<file path="src/rtl/multicycle_adder.sv">
// rtl/multicycle_adder.sv - sequential add/subtract, CHUNK bits per clock, start/busy/done handshake
`timescale 1ns/1ps
module multicycle_adder #(
    parameter int WIDTH = 16,
    parameter int CHUNK = 4
) (
    input  logic             clk,
    input  logic             rst_n,
    input  logic             start,
    input  logic [WIDTH-1:0] a,
    input  logic [WIDTH-1:0] b,
    input  logic             sub,
    input  logic             cin,
    output logic             busy,
    output logic             done,
    output logic [WIDTH-1:0] s,
    output logic             cout,
    output logic             ovf
);
    localparam int N     = WIDTH / CHUNK;
    localparam int IDX_W = (N > 1) ? $clog2(N) : 1;

    typedef enum logic [1:0] {IDLE, RUN, DONE} state_t;

    state_t             r_state;
    logic [WIDTH-1:0]   r_a;
    logic [WIDTH-1:0]   r_b;
    logic [WIDTH-1:0]   r_partial;
    logic               r_carry;
    logic [IDX_W-1:0]   r_idx;

    logic [CHUNK-1:0]   w_a_slice;
    logic [CHUNK-1:0]   w_b_slice;
    logic [CHUNK:0]     w_sum;
    logic               w_c_msb_in;
    logic               w_last;
    logic [WIDTH-1:0]   w_next_partial;

    assign w_a_slice = r_a[int'(r_idx)*CHUNK +: CHUNK];
    assign w_b_slice = r_b[int'(r_idx)*CHUNK +: CHUNK];
    assign w_sum     = {1'b0, w_a_slice} + {1'b0, w_b_slice} + {{CHUNK{1'b0}}, r_carry};
    assign w_last    = (r_idx == IDX_W'(N - 1));
    // Carry into the slice MSB recovered from its sum bit; only consumed on the top slice.
    assign w_c_msb_in = w_sum[CHUNK-1] ^ w_a_slice[CHUNK-1] ^ w_b_slice[CHUNK-1];

    always_comb begin
        w_next_partial = r_partial;
        w_next_partial[int'(r_idx)*CHUNK +: CHUNK] = w_sum[CHUNK-1:0];
    end

    always_ff @(posedge clk or negedge rst_n) begin
        if (!rst_n) begin
            r_state   <= IDLE;
            r_a       <= '0;
            r_b       <= '0;
            r_partial <= '0;
            r_carry   <= 1'b0;
            r_idx     <= '0;
            busy      <= 1'b0;
            done      <= 1'b0;
            s         <= '0;
            cout      <= 1'b0;
            ovf       <= 1'b0;
        end else begin
            done <= 1'b0;
            case (r_state)
                IDLE, DONE: begin
                    if (start) begin
                        r_a     <= a;
                        r_b     <= sub ? ~b : b;
                        r_carry <= sub ? 1'b1 : cin;
                        r_idx   <= '0;
                        r_state <= RUN;
                        busy    <= 1'b1;
                    end else begin
                        r_state <= IDLE;
                        busy    <= 1'b0;
                    end
                end
                RUN: begin
                    r_partial <= w_next_partial;
                    r_carry   <= w_sum[CHUNK];
                    r_idx     <= r_idx + IDX_W'(1);
                    if (w_last) begin
                        r_state <= DONE;
                        busy    <= 1'b0;
                        done    <= 1'b1;
                        s       <= w_next_partial;
                        cout    <= w_sum[CHUNK];
                        ovf     <= w_sum[CHUNK] ^ w_c_msb_in;
                    end
                end
                default: begin
                    r_state <= IDLE;
                    busy    <= 1'b0;
                end
            endcase
        end
    end
endmodule

</file>
<file path="config.mk">
export PLATFORM = sky130hd
export DESIGN_NAME = multicycle_adder
export DESIGN_NICKNAME = d
export VERILOG_FILES = /design/src/rtl/multicycle_adder.sv
export SDC_FILE = /design/constraint.sdc
export NUM_CORES = 1
export LEC_CHECK = 0
export CORE_MARGIN = 5
export CORE_UTILIZATION = 55
export CTS_CLUSTER_DIAMETER = 50
export DETAILED_ROUTE_END_ITERATION = 8
export GPL_TIMING_DRIVEN = 0
export PLACE_DENSITY = 0.81
export SLEW_MARGIN = 15
export SYNTH_ARGS = -nofsm -noshare
export SYNTH_HDL_FRONTEND = slang
export SYNTH_SLANG_ARGS = --single-unit
</file>
<file path="constraint.sdc">
create_clock -name clk -period 6.93 [get_ports clk]
set_clock_uncertainty 0.15 [all_clocks]
set_input_delay 2.079 -clock clk [delete_from_list [all_inputs] [get_ports clk]]
set_output_delay 2.079 -clock clk [all_outputs]
set_load 0.005 [all_outputs]
</file>
Word-level counts from Yosys, hierarchy flattened. Index checks and enable logic that the tools add are counted.

Add/subtract/negate cells: 4. $mul: 0. Divide/modulo/power cells: 0. $lt $le $gt $ge: 0. Eq/ne operators: 5. Shift-type cells: 4. Mux-type cells: 15. Bitwise logic cells: 4. Reduce and logical (&&, ||, !) cells: 6.

Operators with widths (count): 4-bit negator with 33-bit output (1); 4-bit by 33-bit variable shift with 16-bit output (first input constant) (1); 4-bit by 33-bit indexed part select with 16-bit output (1); 16-bit by 5-bit indexed part select with 4-bit output (2); 16-bit bitwise mux (1); 16-bit two-way mux (1); 16-bit NOT (1); 2-bit one-hot mux with 2 select lines (2); 1-bit two-way mux (7); 2-bit AND reduction (3); 4-bit by 4-bit adder with 5-bit output (1); 5-bit by 1-bit adder with 5-bit output (1); 2-bit equality test (second input constant) (2); 2-bit two-way mux (2); 2-bit inequality test (second input constant) (2); 1-bit one-hot mux with 2 select lines (2); 1-bit XOR (3); 2-bit by 1-bit adder with 2-bit output (second input constant) (1); 2-bit by 1-bit equality test with 1-bit output (second input constant) (1); 2-bit zero test (1); 2-bit nonzero test (1); 2-bit OR reduction (1).

Bits in registers: 73. Latch bits: 0. RAM bits: 0. Bits in read-only memories: 0. Bits of input ports: 37. Word-level logic and storage cells: 49. Memories kept: 0.

Logic depth before layout (Yosys ltp). Gate-level depths: netlist of the first run.

Depth after elaboration: 6. Depth in mapped cells: 9. Gate-level depth less buffers: 8.

Worst setup path before layout of the first run. OpenSTA, ideal clock, no wires.

Kind: input-to-reg. Start: input port start. End: register r_a[0]. Setup time: 0.127 ns. Arrival: 2.996 ns. Data required time: 6.653 ns. Slack: 3.656 ns. Stages: 4. Path buffers: 2. Cell sequence: nand2b_1 > clkbuf_1 > buf_1 > mux2_1.

Longest elaborated chain between the ends: 1.

RTL lines: start, declared (line 9) `input logic start,`; 2-bit AND reduction (no line); end signal, assigned (line 54) `r_a <= '0;`; end signal, assigned (line 69) `r_a <= a;`; end, declared (line 26) `logic [WIDTH-1:0] r_a;`.

No other way between the ends. A chain may end at the register's enable or synchronous reset.

Final worst setup path of the first run.
Start: register r_idx[0]. End: register ovf.

Longest elaborated chain between the ends: 6. Elaborated cells on any way between the ends: 9.

RTL lines: start, declared (line 30) `logic [IDX_W-1:0] r_idx;`; start signal, assigned (line 83) `r_idx <= r_idx + IDX_W'(1);`; 16-bit by 5-bit indexed part select with 4-bit output, on equally long branches (line 39, 40); 4-bit by 4-bit adder with 5-bit output (line 41) `assign w_sum = {1'b0, w_a_slice} + {1'b0, w_b_slice} + {{CHUNK{1'b0}}, r_carry};`; 5-bit by 1-bit adder with 5-bit output (line 41); 1-bit XOR (2 in series) (line 44) `assign w_c_msb_in = w_sum[CHUNK-1] ^ w_a_slice[CHUNK-1] ^ w_b_slice[CHUNK-1];`; 1-bit XOR (line 90) `ovf <= w_sum[CHUNK] ^ w_c_msb_in;`; end signal, assigned (line 90); end, declared (line 18) `output logic ovf`.

Several ways; a longest one is shown, not always the timed one.

==> results of run 1 <==
sequential cells by signal (all words and copies together), names as in the netlist:
signal,cells
r_partial,16
cout,1
r_carry,1
r_idx,2
done,1
ovf,1
r_a,16
r_state,2
s,16
r_b,16
per-layer routing:
| layer | track usage, % | routed length (microns) |
|---|---|---|
| met1 | 26.2 | 2880 |
| met2 | 33.6 | 3600 |
| met3 | 4.10 | 380 |
| met4 | 8.38 | 114 |
| met5 | 0 | 0 |
cell type report:
| cell class | instances | area share, % |
|---|---|---|
| plain buffers | 18 | 1.75 |
| clock buffers | 13 | 3.52 |
| clock inverters | 1 | 0.118 |
| inverters | 4 | 0.355 |
| multi-input cells | 199 | 35.8 |
| flip-flops and latches | 72 | 42.6 |
| well taps | 75 | 2.22 |
| repair buffers | 56 | 13.6 |
power groups by stage:
stage	clock [W]	sequential [W]	combinational [W]
floorplan	0	0.000682	0.000797
global placement	0	0.000697	0.00114
detailed placement	0	0.000706	0.00116
CTS	0.000279	0.000699	0.00118
global route	0.000297	0.000724	0.00129
finish	0.000277	0.000698	0.00116
cell usage after synthesis:
cell / number
inv_2: 3
fa_1: 2
nor3_2: 2
ha_1: 9
xor2_1: 1
and2_1: 3
o21ai_0: 2
a21o_1: 2
nand2b_1: 2
nor4bb_1: 1
mux4_2: 8
inv_1: 1
xnor2_1: 18
nand2_1: 43
a32o_1: 8
a21oi_1: 18
xnor3_1: 1
buf_4: 1
o21ai_1: 34
nor4b_4: 1
dfrtp_1: 72
mux2_1: 16
buf_2: 2
buf_1: 3
a22o_1: 9
o221ai_1: 1
nor2_1: 1
nor2b_1: 17
clkbuf_1: 12
stage by stage:
stage               utilization (%)  setup WS (ns)  instances
CTS                            70.9           3.27        438
detailed placement             68.4           3.00        424
floorplan                         -           3.66        293
finish                         70.9           3.30        438
global route                   70.9           3.12        438
global placement               67.9           1.30        423
worst min-delay path by stage:
stage | endpoint | cells past startpoint
after floorplan | r_b[10]$_DFFE_PN0P_ | 2
after global placement | r_b[5]$_DFFE_PN0P_ | 2
after detailed placement | r_b[10]$_DFFE_PN0P_ | 2
after CTS | r_b[10]$_DFFE_PN0P_ | 2
after global routing | r_b[5]$_DFFE_PN0P_ | 2
final | s[4]$_DFFE_PN0P_ | 2
worst min-delay path, cell delays in order (launching register included):
cell     delay, ns
dfrtp_1       0.34
nand2_1       0.05
o21ai_1       0.06
kinds of logic (layout without fill, tap and decap cells):
group                    count (synthesis)  in the layout  share of synthesized area [%]
XOR/XNOR                                20             20                           5.55
AO/OA/AOI/OAI                           74             74                           13.3
flip-flops                              72             72                           53.0
multiplexers                            24             24                           10.6
AND/OR/NAND/NOR                         70             70                           10.5
adder cells (fa/ha/maj)                 11             11                           4.49
buffers and inverters                   22             92                           2.61
==> results.md, run 1 <==
* First-pass GRT wire length at 12,200 microns
* Highest clock rate at 0.276 GHz
* Die area at 0.00786 sq mm
* Clk slew on worst S/H paths at 0.07 ns
* Tmin final at 3.63 ns
* Ports at 57
* Core area at 0.00596 sq mm
* Number of setup buffers added after CTS at 0
* Final GP Congestion at 0.758
* Drt total wl at 6970 microns
* Register area share after synthesis at 53.0%
* Worst-case clock buffer depth at 2
* Post-synthesis cell area at 0.00340 sq mm
* Crit. path cell count at 9
* Commonest non-fill, non-tap cell in the layout: dfrtp_1
* Max Cap Viol at 0
* H-Tree Depth at 3
* Comb pwr share at 54.4%
* Seq cells post-synth at 72
* Setup violators final at 0
* Clk pwr share at 12.9%
* CP arrival at 3.68 ns
* Clock sink count at 72
* Port Buffers at 55
* Critical R2R Capture: ovf$_DFFE_PN0P_
* Vias per cell at 5.53
* Total track usage at 20.3%
* Initial core utilization at 57.1%
* Initial drt markers at 163
* Crit Path Max Fanout at 10
* Reg power frac at 32.6%
* Warnings, synthesis at 0
* Worst R2R Path Depth at 9
* Total negative setup slack at 0 ns
* Crit. Startpoint: r_idx[0]$_DFFE_PN0P_
* Multi-input gate area at 0.00151 sq mm
* Inserted Diodes at 0
* CP endpoint: ovf$_DFFE_PN0P_
* Final hold vios at 0
* Relative slew margins at 54.7%
* Share of cells above drive strength 1 at 8.26%
* Area leader, netlist: dfrtp_1
* Share of the synthesized area in the top cell type at 53.0%
* Critical-path cell list: buf_4 -> mux4_2 -> fa_1 -> fa_1 -> a21o_1 -> a21oi_1 -> xnor3_1 -> xnor2_1 -> o21ai_1
* Crit. End Element: flip-flop
* FF-to-FF setup slack at 3.30 ns
* Synthesis-to-finish area growth at 24.2%
* Drt wl/cell at 15.9 microns
* Post-CTS sizing at 0
* CP Class: reg2reg
* CP top delay family: adder cells
* Status: finished clean
* Global route overflow at 0
* RSZ-0062 raised after global routing: no
* Post-DP HPWL at 5070 microns
* Maximum vdd drop at 0.415 mV
* Hold path startpoint: s[4]$_DFFE_PN0P_
* Most frequent CP cell: fa_1
* Avg Synthesized Cell Area at 11.6 sq um
* CP bufs+invs at 1
* Critical path data required time at 6.99 ns
* Vias at 2,421
* Number of CTS-inserted buffers at 9
* Final hold slack at 0.335 ns
* Pleak at 1.81 nW
* Worst-Skew Late Latency at 0.34 ns
* Vias in the first global route at 2,605
* Fill count at 445
* P per Cell Area at 506 mW/mm^2
* DP Area at 0.00407 sq mm
* Final Cell Area at 0.00423 sq mm
* Total power at 0.00214 W
* Largest net degree at the start of global routing at 50
* Hold Crit Class: reg2reg
* CTS Hold Bufs at 0
* Die width at 88.6 microns
* Worst r2r src: r_idx[0]$_DFFE_PN0P_
* Max stage delay on crit path at 0.56 ns
* Psw at 0.000892 W
* Measured slew at the worst slew-check pin at 0.675 ns
* Design internal power at 0.00125 W
* Count of cell types in the netlist at 29
* Initial antenna violation count at 0
* Most frequent cells in the layout: 72 x dfrtp_1, 54 x clkdlybuf4s50_1, 43 x nand2_1
* Drt drc at 0
* Critical path launch point type: flip-flop
* Synth area leaders: dfrtp_1 53%, mux2_1 5.3%, mux4_2 5.3%
* Register Area at 0.00180 sq mm
* Net Sw Frac at 41.7%
* Final period util at 52.3%
* Fin. max-slew vios at 0
* Root buffer cell: clkbuf_8
* Gate Count Post-Synth at 293
* Syn nets at 341
* Antenna Violating Nets Remaining at 0
* CTS tree: built
* Die height at 88.6 microns
* Drt first pass iters at 4
* Fin nets at 408
* Cell Rows at 28
* Crit-path slowest cell: dfrtp_1
Power figures use the tool's default switching activity.
==> run 2: changes to the inputs <==
CORE_UTILIZATION = 48   (was 55)
PLACE_DENSITY = 0.75   (was 0.81)
clock period = 2.95 ns   (was 6.93 ns; I/O delays follow)
==> run 2 against run 1 <==
Compared with the run above:
- first-iteration DRC count is 40% lower
- power grew to 2.6 times the previous value
- critical path depth is 2 lower
- non-clock buffer count is 3 higher
- the run now ends with negative setup slack left
- critical endpoint is now r_partial[14]$_DFFE_PN0P_
- critical path type unchanged
- sequential share of layout area is 1.4 points lower
- hold slack worse by 0.021 ns
- via count is 1.4% lower
- final area is 3.6% higher
==> results.md, run 2 (same netlist as run 1, synthesis figures left out) <==
* Drt total wl at 6820 microns (-2.2%)
* Pleak at 1.87 nW (+3.1%)
* Clock sink count at 72 (unchanged)
* Critical path launch point type: flip-flop
* Final GP Congestion at 0.808 (+6.5%)
* Failing checks: negative setup slack
* Drt first pass iters at 4 (unchanged)
* Most frequent CP cell: fa_2
* Final period util at 101% (+49 points)
* Core area at 0.00683 sq mm (+15%)
* Measured slew at the worst slew-check pin at 0.564 ns (-0.111 ns)
* Crit-path slowest cell: mux4_2
* Worst-case clock buffer depth at 2 (unchanged)
* Number of CTS-inserted buffers at 9 (unchanged)
* Fin nets at 411 (+0.74%)
* Drt drc at 0 (unchanged)
* CP arrival at 3.12 ns (-0.56 ns)
* CP bufs+invs at 1 (unchanged)
* Die area at 0.00887 sq mm (+13%)
* Setup violators final at 4 (+4)
* Critical-path cell list: buf_12 -> mux4_2 -> fa_2 -> fa_2 -> xor2_1 -> and2_1 -> a22o_1
* Antenna Violating Nets Remaining at 0 (unchanged)
* Cell Count Post-Placement at 445 (+5.0%)
* Final hold vios at 0 (unchanged)
* Finished Layout Cells at 463 (+5.7%)
* Worst R2R Path Depth at 7 (-2)
* Highest clock rate at 0.334 GHz (+21%)
* Worst-Skew Late Latency at 0.35 ns (about the same)
* Synthesis-to-finish area growth at 28.6%
* Clk slew on worst S/H paths at 0.08 ns (about the same)
* Crit. End Element: flip-flop
* Worst Slack Setup Final at -0.0404 ns (-3.34 ns)
* Max Cap Viol at 0 (unchanged)
* Vias in the first global route at 2,450 (-6.0%)
* Port Buffers at 55 (unchanged)
* Cell Rows at 30 (+7.1%)
* Ports at 57 (unchanged)
* Initial antenna violation count at 0 (unchanged)
* Root buffer cell: clkbuf_8
* Relative slew margins at 62.3% (+7.6 points)
* Share of cells above drive strength 1 at 12.0% (+3.7 points)
* Initial drt markers at 98 (-40%)
* P per Cell Area at 1290 mW/mm^2 (+160%)
* Critical path data required time at 3.08 ns (-3.91 ns)
* Maximum vdd drop at 0.778 mV (+87%)
* Vias at 2,388 (-1.4%)
* Most frequent cells in the layout: 71 x dfrtp_1, 54 x clkdlybuf4s50_1, 43 x nand2_1
* Crit. path cell count at 7 (-2)
* Die height at 94.2 microns (+6.2%)
* Largest net degree at the start of global routing at 42 (-16%)
* Commonest non-fill, non-tap cell in the layout: dfrtp_1
* Hold Crit Class: in2async
* Crit Path Max Fanout at 10 (unchanged)
* CP top delay family: adder cells
* H-Tree Depth at 3 (unchanged)
* CP Class: reg2reg
* Total track usage at 17.4% (-3.0 points)
* Global route overflow at 0 (unchanged)
* Fin. max-slew vios at 0 (unchanged)
* Pre-CTS setup slack at -0.321 ns (-3.32 ns)
* First-pass GRT wire length at 11,800 microns (-3.1%)
* Vias per cell at 5.16 (-6.7%)
* RSZ-0062 raised after global routing: yes
* CTS tree: built
* Max stage delay on crit path at 0.53 ns (-0.03 ns)
* Die width at 94.2 microns (+6.2%)
* Inserted Diodes at 0 (unchanged)
* Post-DP HPWL at 4980 microns (-1.8%)
* Status: complete, but fails checks
* CTS Hold Bufs at 0 (unchanged)
* Tmin final at 2.99 ns (-0.637 ns)
* Initial core utilization at 49.8% (-7.3 points)
* Drt wl/cell at 14.7 microns (-7.5%)
==> run 2: cell count changes in the layout (fill, tap and decap cells not counted), sizes merged <==
| cell | change |
|---|---|
| buf | +3 |
| bufinv | +2 |
| clkbuf | -3 |
| clkinvlp | +1 |
| clkinv | +1 |
==> run 2: worst reg2reg max path, cell delays in order (launching register included) <==
cell and delay [ns]:
dfrtp_2 0.40, buf_12 0.15, mux4_2 0.53, fa_2 0.40, fa_2 0.36, xor2_1 0.47
and2_1 0.30, a22o_1 0.17
==> run 2: layer usage <==
metal	routed length (microns)	share of wire (%)	GRT usage [%]
met1	2940	43	22.6
met2	3300	48	26.9
met3	434	6.4	4.81
met4	152	2.2	7.94
met5	0	0	0
==> run 2: final cells by class <==
class | count | area, sq um
inverters | 4 | 15.0
clock buffers | 10 | 138
plain buffers | 17 | 85.1
repair buffers | 60 | 598
multi-input cells | 199 | 1540
clock inverters | 5 | 81.3
flip-flops and latches | 72 | 1800
fillers | 576 | 2460
well taps | 96 | 120
==> run 2: where the power goes <==
group / total, W / switching, W / internal [W] / leakage (nW)
logic: 0.00318 / 0.00164 / 0.00153 / 0.836
clock network: 0.000860 / 0.000366 / 0.000494 / 0.108
registers: 0.00162 / 0.000210 / 0.00141 / 0.922
==> run 2: final timing paths <==
check / slack [ns] / endpoint / startpoint
max in group asynchronous: 1.79 / r_b[3]$_DFFE_PN0P_ / rst_n
worst min register to register: 0.33 / s[6]$_DFFE_PN0P_ / s[6]$_DFFE_PN0P_
worst max register to register: -0.04 / r_partial[14]$_DFFE_PN0P_ / r_idx[0]$_DFFE_PN0P_
min in group clk: 0.33 / s[6]$_DFFE_PN0P_ / s[6]$_DFFE_PN0P_
worst max-delay path: -0.04 / r_partial[14]$_DFFE_PN0P_ / r_idx[0]$_DFFE_PN0P_
worst min-delay path: 0.31 / r_partial[10]$_DFFE_PN0P_ / rst_n
==> run 2: what timing repair did <==
action / in CTS / in global routing
setup buffers: 2 / 2
cloned: 0 / 0
gates resized for setup: 2 / 3
pin swaps: 1 / 1
setup endpoints to repair: 17 / 15
==> run 2: through the flow <==
| step | area (sq um) | total power (W) | util (%) | setup TNS [ns] | hold slack, ns |
|---|---|---|---|---|---|
| after floorplan | 3420 | 0.00352 | - | 0 | 0.300 |
| after CTS | 4350 | 0.00539 | 63.6 | -0.0670 | 0.321 |
| after global placement | 4090 | 0.00439 | 59.8 | -108.05 | 0.313 |
| after detailed placement | 4110 | 0.00447 | 60.1 | -1.78 | 0.321 |
| final | 4380 | 0.00566 | 64.0 | -0.105 | 0.315 |
| after global routing | 4380 | 0.00613 | 64.0 | -0.586 | 0.332 |
